File: src/rtl/vending_multi_if.sv
// vending_multi_if: coin/selection inputs and vend, change and status outputs of vending_multi.
// The bench drives through master; the controller attaches as slave.
interface vending_multi_if #(
    parameter int NUM_ITEMS = 4,
    parameter int ITEM_W    = 2,
    parameter int CREDIT_W  = 8
);
    logic [1:0]           coinn;
    logic [ITEM_W-1:0]    sel;
    logic                 buy;
    logic                 cancel;
    logic                 out;
    logic [ITEM_W-1:0]    out_item;
    logic [1:0]           changee;
    logic                 coin_reject;
    logic                 busy;
    logic [CREDIT_W-1:0]  credit;
    logic [NUM_ITEMS-1:0] sold_out;

    modport master (
        output coinn, sel, buy, cancel,
        input  out, out_item, changee, coin_reject, busy, credit, sold_out
    );

    modport slave (
        input  coinn, sel, buy, cancel,
        output out, out_item, changee, coin_reject, busy, credit, sold_out
    );
endinterface

File: src/rtl/vending_multi.sv
// vending_multi: multi-item vending controller with per-item prices and largest-first change.
// Define VEND_STOCK_EN to add per-item stock counters, sold-out flags and sold-out buy blocking.
module vending_multi #(
    parameter int NUM_ITEMS  = 4,
    parameter int ITEM_W     = 2,
    parameter int CREDIT_W   = 8,
    parameter int CREDIT_MAX = 100,
    parameter int COIN1_VAL  = 5,
    parameter int COIN2_VAL  = 10,
    parameter int COIN3_VAL  = 25,
    parameter int PRICE_BASE = 15,
    parameter int PRICE_STEP = 5,
    parameter int STOCK_INIT = 3
) (
    input  logic           clk,
    input  logic           reset,
    vending_multi_if.slave bus
);
    typedef enum logic [1:0] {IDLE, VEND, CHANGE} state_t;

    localparam logic [CREDIT_W-1:0] C1      = CREDIT_W'(COIN1_VAL);
    localparam logic [CREDIT_W-1:0] C2      = CREDIT_W'(COIN2_VAL);
    localparam logic [CREDIT_W-1:0] C3      = CREDIT_W'(COIN3_VAL);
    localparam logic [CREDIT_W-1:0] PRICE_B = CREDIT_W'(PRICE_BASE);
    localparam logic [CREDIT_W-1:0] PRICE_S = CREDIT_W'(PRICE_STEP);
    localparam logic [CREDIT_W:0]   CMAX    = (CREDIT_W+1)'(CREDIT_MAX);

    if (ITEM_W != $clog2(NUM_ITEMS) || CREDIT_MAX >= 2**CREDIT_W || STOCK_INIT > 255) begin : g_param_check
        $error("vending_multi: inconsistent parameter set");
    end

    function automatic logic [1:0] largest_coin(input logic [CREDIT_W-1:0] amt);
        logic [1:0] code;
        code = 2'b00;
        if (amt >= C3)      code = 2'b11;
        else if (amt >= C2) code = 2'b10;
        else if (amt >= C1) code = 2'b01;
        return code;
    endfunction

    function automatic logic [CREDIT_W-1:0] coin_val(input logic [1:0] code);
        logic [CREDIT_W-1:0] v;
        case (code)
            2'b01:   v = C1;
            2'b10:   v = C2;
            2'b11:   v = C3;
            default: v = '0;
        endcase
        return v;
    endfunction

    state_t              state, state_next;
    logic [CREDIT_W-1:0] credit_q, credit_next;
    logic [ITEM_W-1:0]   item_q, item_next;
    logic                out_q, out_next;
    logic [1:0]          changee_q, changee_next;
    logic                reject_q, reject_next;
    logic                busy_q;
    logic                vend_go;
    logic [1:0]          change_coin;

    logic [CREDIT_W:0]   sum;
    logic                coin_ok;
    logic [CREDIT_W-1:0] credit_acc;
    logic [CREDIT_W-1:0] price;
    logic                avail;

    // The saturation test is done one bit wider so a large coin can never wrap past CREDIT_MAX.
    assign sum        = {1'b0, credit_q} + {1'b0, coin_val(bus.coinn)};
    assign coin_ok    = (bus.coinn != 2'b00) && (sum <= CMAX);
    assign credit_acc = coin_ok ? sum[CREDIT_W-1:0] : credit_q;
    assign price      = PRICE_B + CREDIT_W'(bus.sel) * PRICE_S;

    always_ff @(posedge clk or negedge reset) begin
        if (!reset) begin
            state     <= IDLE;
            credit_q  <= '0;
            item_q    <= '0;
            out_q     <= 1'b0;
            changee_q <= 2'b00;
            reject_q  <= 1'b0;
            busy_q    <= 1'b0;
        end else begin
            state     <= state_next;
            credit_q  <= credit_next;
            item_q    <= item_next;
            out_q     <= out_next;
            changee_q <= changee_next;
            reject_q  <= reject_next;
            busy_q    <= (state_next != IDLE);
        end
    end

    // Affordability uses the credit held before this cycle's coin; the coin itself still counts.
    always_comb begin
        state_next  = state;
        credit_next = credit_q;
        item_next   = item_q;
        vend_go     = 1'b0;
        change_coin = 2'b00;
        case (state)
            IDLE: begin
                credit_next = credit_acc;
                if (bus.buy && (credit_q >= price) && avail) begin
                    state_next  = VEND;
                    item_next   = bus.sel;
                    credit_next = credit_acc - price;
                    vend_go     = 1'b1;
                end else if (bus.cancel && !bus.buy && (credit_acc != '0)) begin
                    state_next  = CHANGE;
                    change_coin = largest_coin(credit_acc);
                    credit_next = credit_acc - coin_val(change_coin);
                end
            end
            VEND: begin
                if (credit_q != '0) begin
                    state_next  = CHANGE;
                    change_coin = largest_coin(credit_q);
                    credit_next = credit_q - coin_val(change_coin);
                end else begin
                    state_next = IDLE;
                end
            end
            CHANGE: begin
                if (credit_q < C1) begin
                    state_next  = IDLE;
                    credit_next = '0;
                end else begin
                    change_coin = largest_coin(credit_q);
                    credit_next = credit_q - coin_val(change_coin);
                end
            end
            default: state_next = IDLE;
        endcase
    end

    always_comb begin
        out_next     = vend_go;
        changee_next = change_coin;
        reject_next  = (bus.coinn != 2'b00) && ((state != IDLE) || !coin_ok);
    end

    assign bus.out         = out_q;
    assign bus.out_item    = item_q;
    assign bus.changee     = changee_q;
    assign bus.coin_reject = reject_q;
    assign bus.busy        = busy_q;
    assign bus.credit      = credit_q;

`ifdef VEND_STOCK_EN
    logic [7:0]           stock [NUM_ITEMS];
    logic [NUM_ITEMS-1:0] sold_out_q;

    assign avail = (stock[bus.sel] != 8'd0);

    // Stock is taken when the purchase is accepted, so sold_out is already valid during out.
    always_ff @(posedge clk or negedge reset) begin
        if (!reset) begin
            for (int i = 0; i < NUM_ITEMS; i++) begin
                stock[i] <= 8'(STOCK_INIT);
            end
            sold_out_q <= (STOCK_INIT == 0) ? '1 : '0;
        end else if (vend_go) begin
            stock[bus.sel]      <= stock[bus.sel] - 8'd1;
            sold_out_q[bus.sel] <= (stock[bus.sel] == 8'd1);
        end
    end

    assign bus.sold_out = sold_out_q;
`else
    assign avail        = 1'b1;
    assign bus.sold_out = '0;
`endif
endmodule

File: src/flat_wrapper.sv
// flat-port wrapper written by rule: the top's interface ports become plain ports
module vending_multi_flat 
#(
    parameter int NUM_ITEMS  = 4,
    parameter int ITEM_W     = 2,
    parameter int CREDIT_W   = 8,
    parameter int CREDIT_MAX = 100,
    parameter int COIN1_VAL  = 5,
    parameter int COIN2_VAL  = 10,
    parameter int COIN3_VAL  = 25,
    parameter int PRICE_BASE = 15,
    parameter int PRICE_STEP = 5,
    parameter int STOCK_INIT = 3
)
  (clk, reset, bus_coinn, bus_sel, bus_buy, bus_cancel, bus_out, bus_out_item, bus_changee, bus_coin_reject, bus_busy, bus_credit, bus_sold_out);
  vending_multi_if #(.NUM_ITEMS(NUM_ITEMS), .ITEM_W(ITEM_W), .CREDIT_W(CREDIT_W)) bus_i ();
  input  logic clk;
  input  logic reset;
  input wire logic [$bits(bus_i.coinn)-1:0] bus_coinn;
  input wire logic [$bits(bus_i.sel)-1:0] bus_sel;
  input wire logic [$bits(bus_i.buy)-1:0] bus_buy;
  input wire logic [$bits(bus_i.cancel)-1:0] bus_cancel;
  output wire logic [$bits(bus_i.out)-1:0] bus_out;
  output wire logic [$bits(bus_i.out_item)-1:0] bus_out_item;
  output wire logic [$bits(bus_i.changee)-1:0] bus_changee;
  output wire logic [$bits(bus_i.coin_reject)-1:0] bus_coin_reject;
  output wire logic [$bits(bus_i.busy)-1:0] bus_busy;
  output wire logic [$bits(bus_i.credit)-1:0] bus_credit;
  output wire logic [$bits(bus_i.sold_out)-1:0] bus_sold_out;
  assign bus_i.coinn = bus_coinn;
  assign bus_i.sel = bus_sel;
  assign bus_i.buy = bus_buy;
  assign bus_i.cancel = bus_cancel;
  assign bus_out = bus_i.out;
  assign bus_out_item = bus_i.out_item;
  assign bus_changee = bus_i.changee;
  assign bus_coin_reject = bus_i.coin_reject;
  assign bus_busy = bus_i.busy;
  assign bus_credit = bus_i.credit;
  assign bus_sold_out = bus_i.sold_out;
  vending_multi #(.NUM_ITEMS(NUM_ITEMS), .ITEM_W(ITEM_W), .CREDIT_W(CREDIT_W), .CREDIT_MAX(CREDIT_MAX), .COIN1_VAL(COIN1_VAL), .COIN2_VAL(COIN2_VAL), .COIN3_VAL(COIN3_VAL), .PRICE_BASE(PRICE_BASE), .PRICE_STEP(PRICE_STEP), .STOCK_INIT(STOCK_INIT)) u_core (.clk(clk), .reset(reset), .bus(bus_i));
endmodule
File: config.mk
export PLATFORM = sky130hd
export DESIGN_NAME = vending_multi_flat
export DESIGN_NICKNAME = d
export VERILOG_FILES = /design/src/rtl/vending_multi_if.sv /design/src/rtl/vending_multi.sv /design/src/flat_wrapper.sv
export SDC_FILE = /design/constraint.sdc
export NUM_CORES = 1
export LEC_CHECK = 0
export CELL_PAD_IN_SITES_DETAIL_PLACEMENT = 0
export CELL_PAD_IN_SITES_GLOBAL_PLACEMENT = 1
export CORE_MARGIN = 1.5
export CORE_UTILIZATION = 44
export CTS_CLUSTER_DIAMETER = 40
export DETAILED_ROUTE_END_ITERATION = 12
export GPL_ROUTABILITY_DRIVEN = 1
export GPL_TIMING_DRIVEN = 0
export PLACE_DENSITY = 0.79
export SLEW_MARGIN = 5
export SYNTH_ARGS = -nofsm -noshare
export SYNTH_HDL_FRONTEND = slang
export SYNTH_SLANG_ARGS = --single-unit
File: constraint.sdc
create_clock -name clk -period 5.85 [get_ports clk]
set_input_delay 0.8775 -clock clk [delete_from_list [all_inputs] [get_ports clk]]
set_output_delay 0.8775 -clock clk [all_outputs]
set_load 0.005 [all_outputs]
==> flow_metrics.env, run 1 <==
export IMPL_setup_viol=0
export IMPL_die_area_sq_um=7020
export IMPL_dp_hpwl_um=6770
export IMPL_cts_tree="done"
export IMPL_drt_initial_drc_count=215
export IMPL_yosysUniqueCellTypes=83
export IMPL_cpMaxStageDelayCell="fa_1"
export IMPL_yosys_area_top_type="ha_1"
export IMPL_core_area_sq_um=6310
export IMPL_cpMostUsedCell="ha_1"
export IMPL_synth_top_cell_area_share=0.153
export IMPL_h_tree_depth=1
export IMPL_drive_above_1_share=0.163
export IMPL_ctsHoldBuffers=0
export IMPL_synth_cells=354
export IMPL_max_freq_mhz=180
export IMPL_maxSlewHeadroom=0.455
export IMPL_grt_usage=0.250
export IMPL_async_flop_share=1.00
export IMPL_n_antenna_cell=0
export IMPL_clkTransAtPathRegs_ns=0.07
export IMPL_cts_root_buf="clkbuf_8"
export IMPL_critPathKind="in2reg"
export IMPL_rsz0062_at_grt="false"
export IMPL_grt_ovfl_total=0
export IMPL_synth_seq_cells=17
export IMPL_ys_warnings_count=0
export IMPL_period_needed_ns=5.56
export IMPL_final_area_sq_um=3460
export IMPL_syn_area_per_cell_sq_um=8.11
export IMPL_finalCritPeriodShare=0.951
export IMPL_status="finished, final reports clean"
export IMPL_synth_area_leaders="ha_1 (15%), dfrtp_1 (15%), a21oi_1 (3.8%)"
export IMPL_n_fill_cell=607
export IMPL_synth_ff_type="dfrtp_1"
export IMPL_placement_io_buffers=22
export IMPL_worst_slew_pin_slew_ns=0.815
export IMPL_required_ns=5.97
export IMPL_first_global_vias=2659
export IMPL_cp_end_kind="flop"
export IMPL_yosysMostFrequentCell="ha_1"
export IMPL_antenna_found_initial=0
export IMPL_die_w_um=83.8
export IMPL_min_path_type="reg2reg"
export IMPL_clock_latency_ns=0.25
export IMPL_grt_max_degree=18
export IMPL_pre_cts_ws_ns=-0.727
export IMPL_ys_seq_area_frac=0.148
export IMPL_max_clock_path_buffers=2
export IMPL_synth_edf_count=0
export IMPL_area_delta_synth_final_pct=20.4
export IMPL_vias_per_cell=6.23
export IMPL_drc_errors=0
export IMPL_crit_chain="dlymetal6s2s_1 > clkbuf_1 > ha_1 > inv_1 > fa_1 > and2b_2 > o2111ai_2 > a31oi_4 > buf_4 > o21a_1 > nor2_1 > a22o_1 > buf_6 > or3_4 > nand2_1 > ha_1 > a21oi_2 > o211ai_1 > a211oi_2 > a2bb2oi_2 > a21oi_1 > a311oi_2 > o21ai_1"
export IMPL_finClkSkew_ns=0.00266
export IMPL_rr_worst_depth=20
export IMPL_arrival_ns=5.68
export IMPL_drt_wirelength_per_cell_um=18.8
export IMPL_cap_violations=0
export IMPL_worstSetupStartpointType="input port"
export IMPL_initial_core_util=0.455
export IMPL_drt_total_wl_um=8800
export IMPL_first_pass_iters=5
export IMPL_setup_slack_ns=0.285
export IMPL_dieHeight_um=83.8
export IMPL_hold_depth=2
export IMPL_nets=440
export IMPL_grt_pass1_wl_um=14200
export IMPL_finalHoldViolCount=0
export IMPL_row_count=29
export IMPL_crit_fanout=11
export IMPL_routabilityCongestion=0.937
export IMPL_slew_violations=0
export IMPL_ant_nets=0
export IMPL_synthesis_area_sq_um=2870
export IMPL_clock_sinks=17
export IMPL_netlist_top_cells_count="ha_1 (35), inv_1 (28), nor2_1 (23), a21oi_1 (22), nand2_1 (20)"
export IMPL_post_dp_cell_area_sq_um=3200
export IMPL_cts_buffers=3
export IMPL_critPathMaxStageDelay_ns=0.43
export IMPL_num_vias=2920
export IMPL_ios=27
[worst paths after layout]
path                                               startpoint                            endpoint  slack, ns
max                                              bus_coinn[0]    u_core.bus.credit[5]$_DFFE_PN0P_       0.29
min                        u_core.bus.out_item[0]$_DFFE_PN0P_  u_core.bus.out_item[0]$_DFFE_PN0P_       0.48
max reg2reg                  u_core.bus.credit[1]$_DFFE_PN0P_    u_core.bus.credit[5]$_DFFE_PN0P_       0.45
min reg2reg                u_core.bus.out_item[0]$_DFFE_PN0P_  u_core.bus.out_item[0]$_DFFE_PN0P_       0.48
max in group asynchronous                               reset     u_core.bus.changee[1]$_DFF_PN0_       4.25
min in group asynchronous                               reset    u_core.bus.coin_reject$_DFF_PN0_       1.09
[timing repair]
item / CTS / global route
setup endpoints to repair: 5 / 6
pin swaps: 2 / 7
gates cloned: 0 / 0
setup buffers: 3 / 6
resized for setup: 18 / 11
[metal layers]
metal,up-vias,share of wire,GRT usage
li1,1386,-,-
met1,1404,0.47,0.368
met2,117,0.45,0.394
met3,13,0.066,0.0386
met4,0,0.015,0.0373
met5,-,0,0
[kinds of logic after synthesis]
group / count (synthesis) / share of synthesized area
xor gates and xnor gates: 14 / 0.0427
other: 1 / 0.00131
AOI/OAI and AO/OA: 116 / 0.312
muxes: 4 / 0.0139
and+or+nand+nor: 115 / 0.224
DFF: 17 / 0.148
buffers and inverters: 47 / 0.0745
adders and majority gates: 40 / 0.184
[critical path, delay by kind of cell]
family	cells	cell delay (ns)
simple gates	4	0.91
fa+ha+maj	3	0.90
buf+inv	5	0.68
compound gates	11	2.31
[per-stage QoR]
| step | hold WS (ns) | utilization | std cells | setup TNS (ns) |
|---|---|---|---|---|
| after floorplan | 0.473 | - | 357 | 0 |
| after global placement | 0.466 | 0.507 | 456 | -3.31 |
| after detailed placement | 0.475 | 0.507 | 456 | -3.21 |
| after CTS | 0.491 | 0.531 | 463 | 0 |
| after global routing | 0.506 | 0.548 | 469 | 0 |
| final | 0.485 | 0.548 | 469 | 0 |
[registers in the layout, indices dropped and copies added (netlist names)]
signal and flops:
u_core.bus.credit 8, u_core.bus.changee 2, u_core.bus.out_item 2, u_core.state 2
u_core.bus.busy 1, u_core.bus.coin_reject 1, u_core.bus.out 1
[placed cells by master (no fill, tap or decap), types with 4 or more instances in the layout]
master	count
nor4_1	5
ha_1	35
a21oi_1	21
nand2b_1	8
xnor2_1	8
nand3_1	8
conb_1	4
nand2_1	20
mux2i_1	4
nor3_1	14
inv_1	28
nor2_1	23
buf_4	14
o211ai_1	5
clkbuf_1	8
nor2b_1	6
a31oi_1	4
dfrtp_1	17
o21ai_0	14
o21ai_1	5
xor2_1	5
a21o_1	11
clkdlybuf4s50_1	20
[layout make-up]
| cell class | instances | area (sq um) | share of cell area |
|---|---|---|---|
| buffer | 18 | 105 | 0.0304 |
| clock buffer | 3 | 41.3 | 0.0119 |
| clock inverter | 1 | 5.00 | 0.00145 |
| inverter | 29 | 109 | 0.0315 |
| multi-input combinational | 293 | 2380 | 0.689 |
| sequential | 17 | 425 | 0.123 |
| tap | 77 | 96.3 | 0.0279 |
| timing repair buffer | 31 | 293 | 0.0847 |
Power of run 1 is left out: the tool's default activity adds up to more than one toggle a clock period on the data nets, which glitch-free logic cannot reach.
==> run 2, diff against run 1 <==
--- a/config.mk
+++ b/config.mk
@@ -14,7 +14,7 @@
 export GPL_ROUTABILITY_DRIVEN = 1
 export GPL_TIMING_DRIVEN = 0
 export PLACE_DENSITY = 0.79
-export SLEW_MARGIN = 5
+export SLEW_MARGIN = 20
 export SYNTH_ARGS = -nofsm -noshare
 export SYNTH_HDL_FRONTEND = slang
 export SYNTH_SLANG_ARGS = --single-unit
==> results of run 2 <==
The final DEF is identical to that of run 1; final timing and power are the same.
Power of run 2 is left out for the same reason.
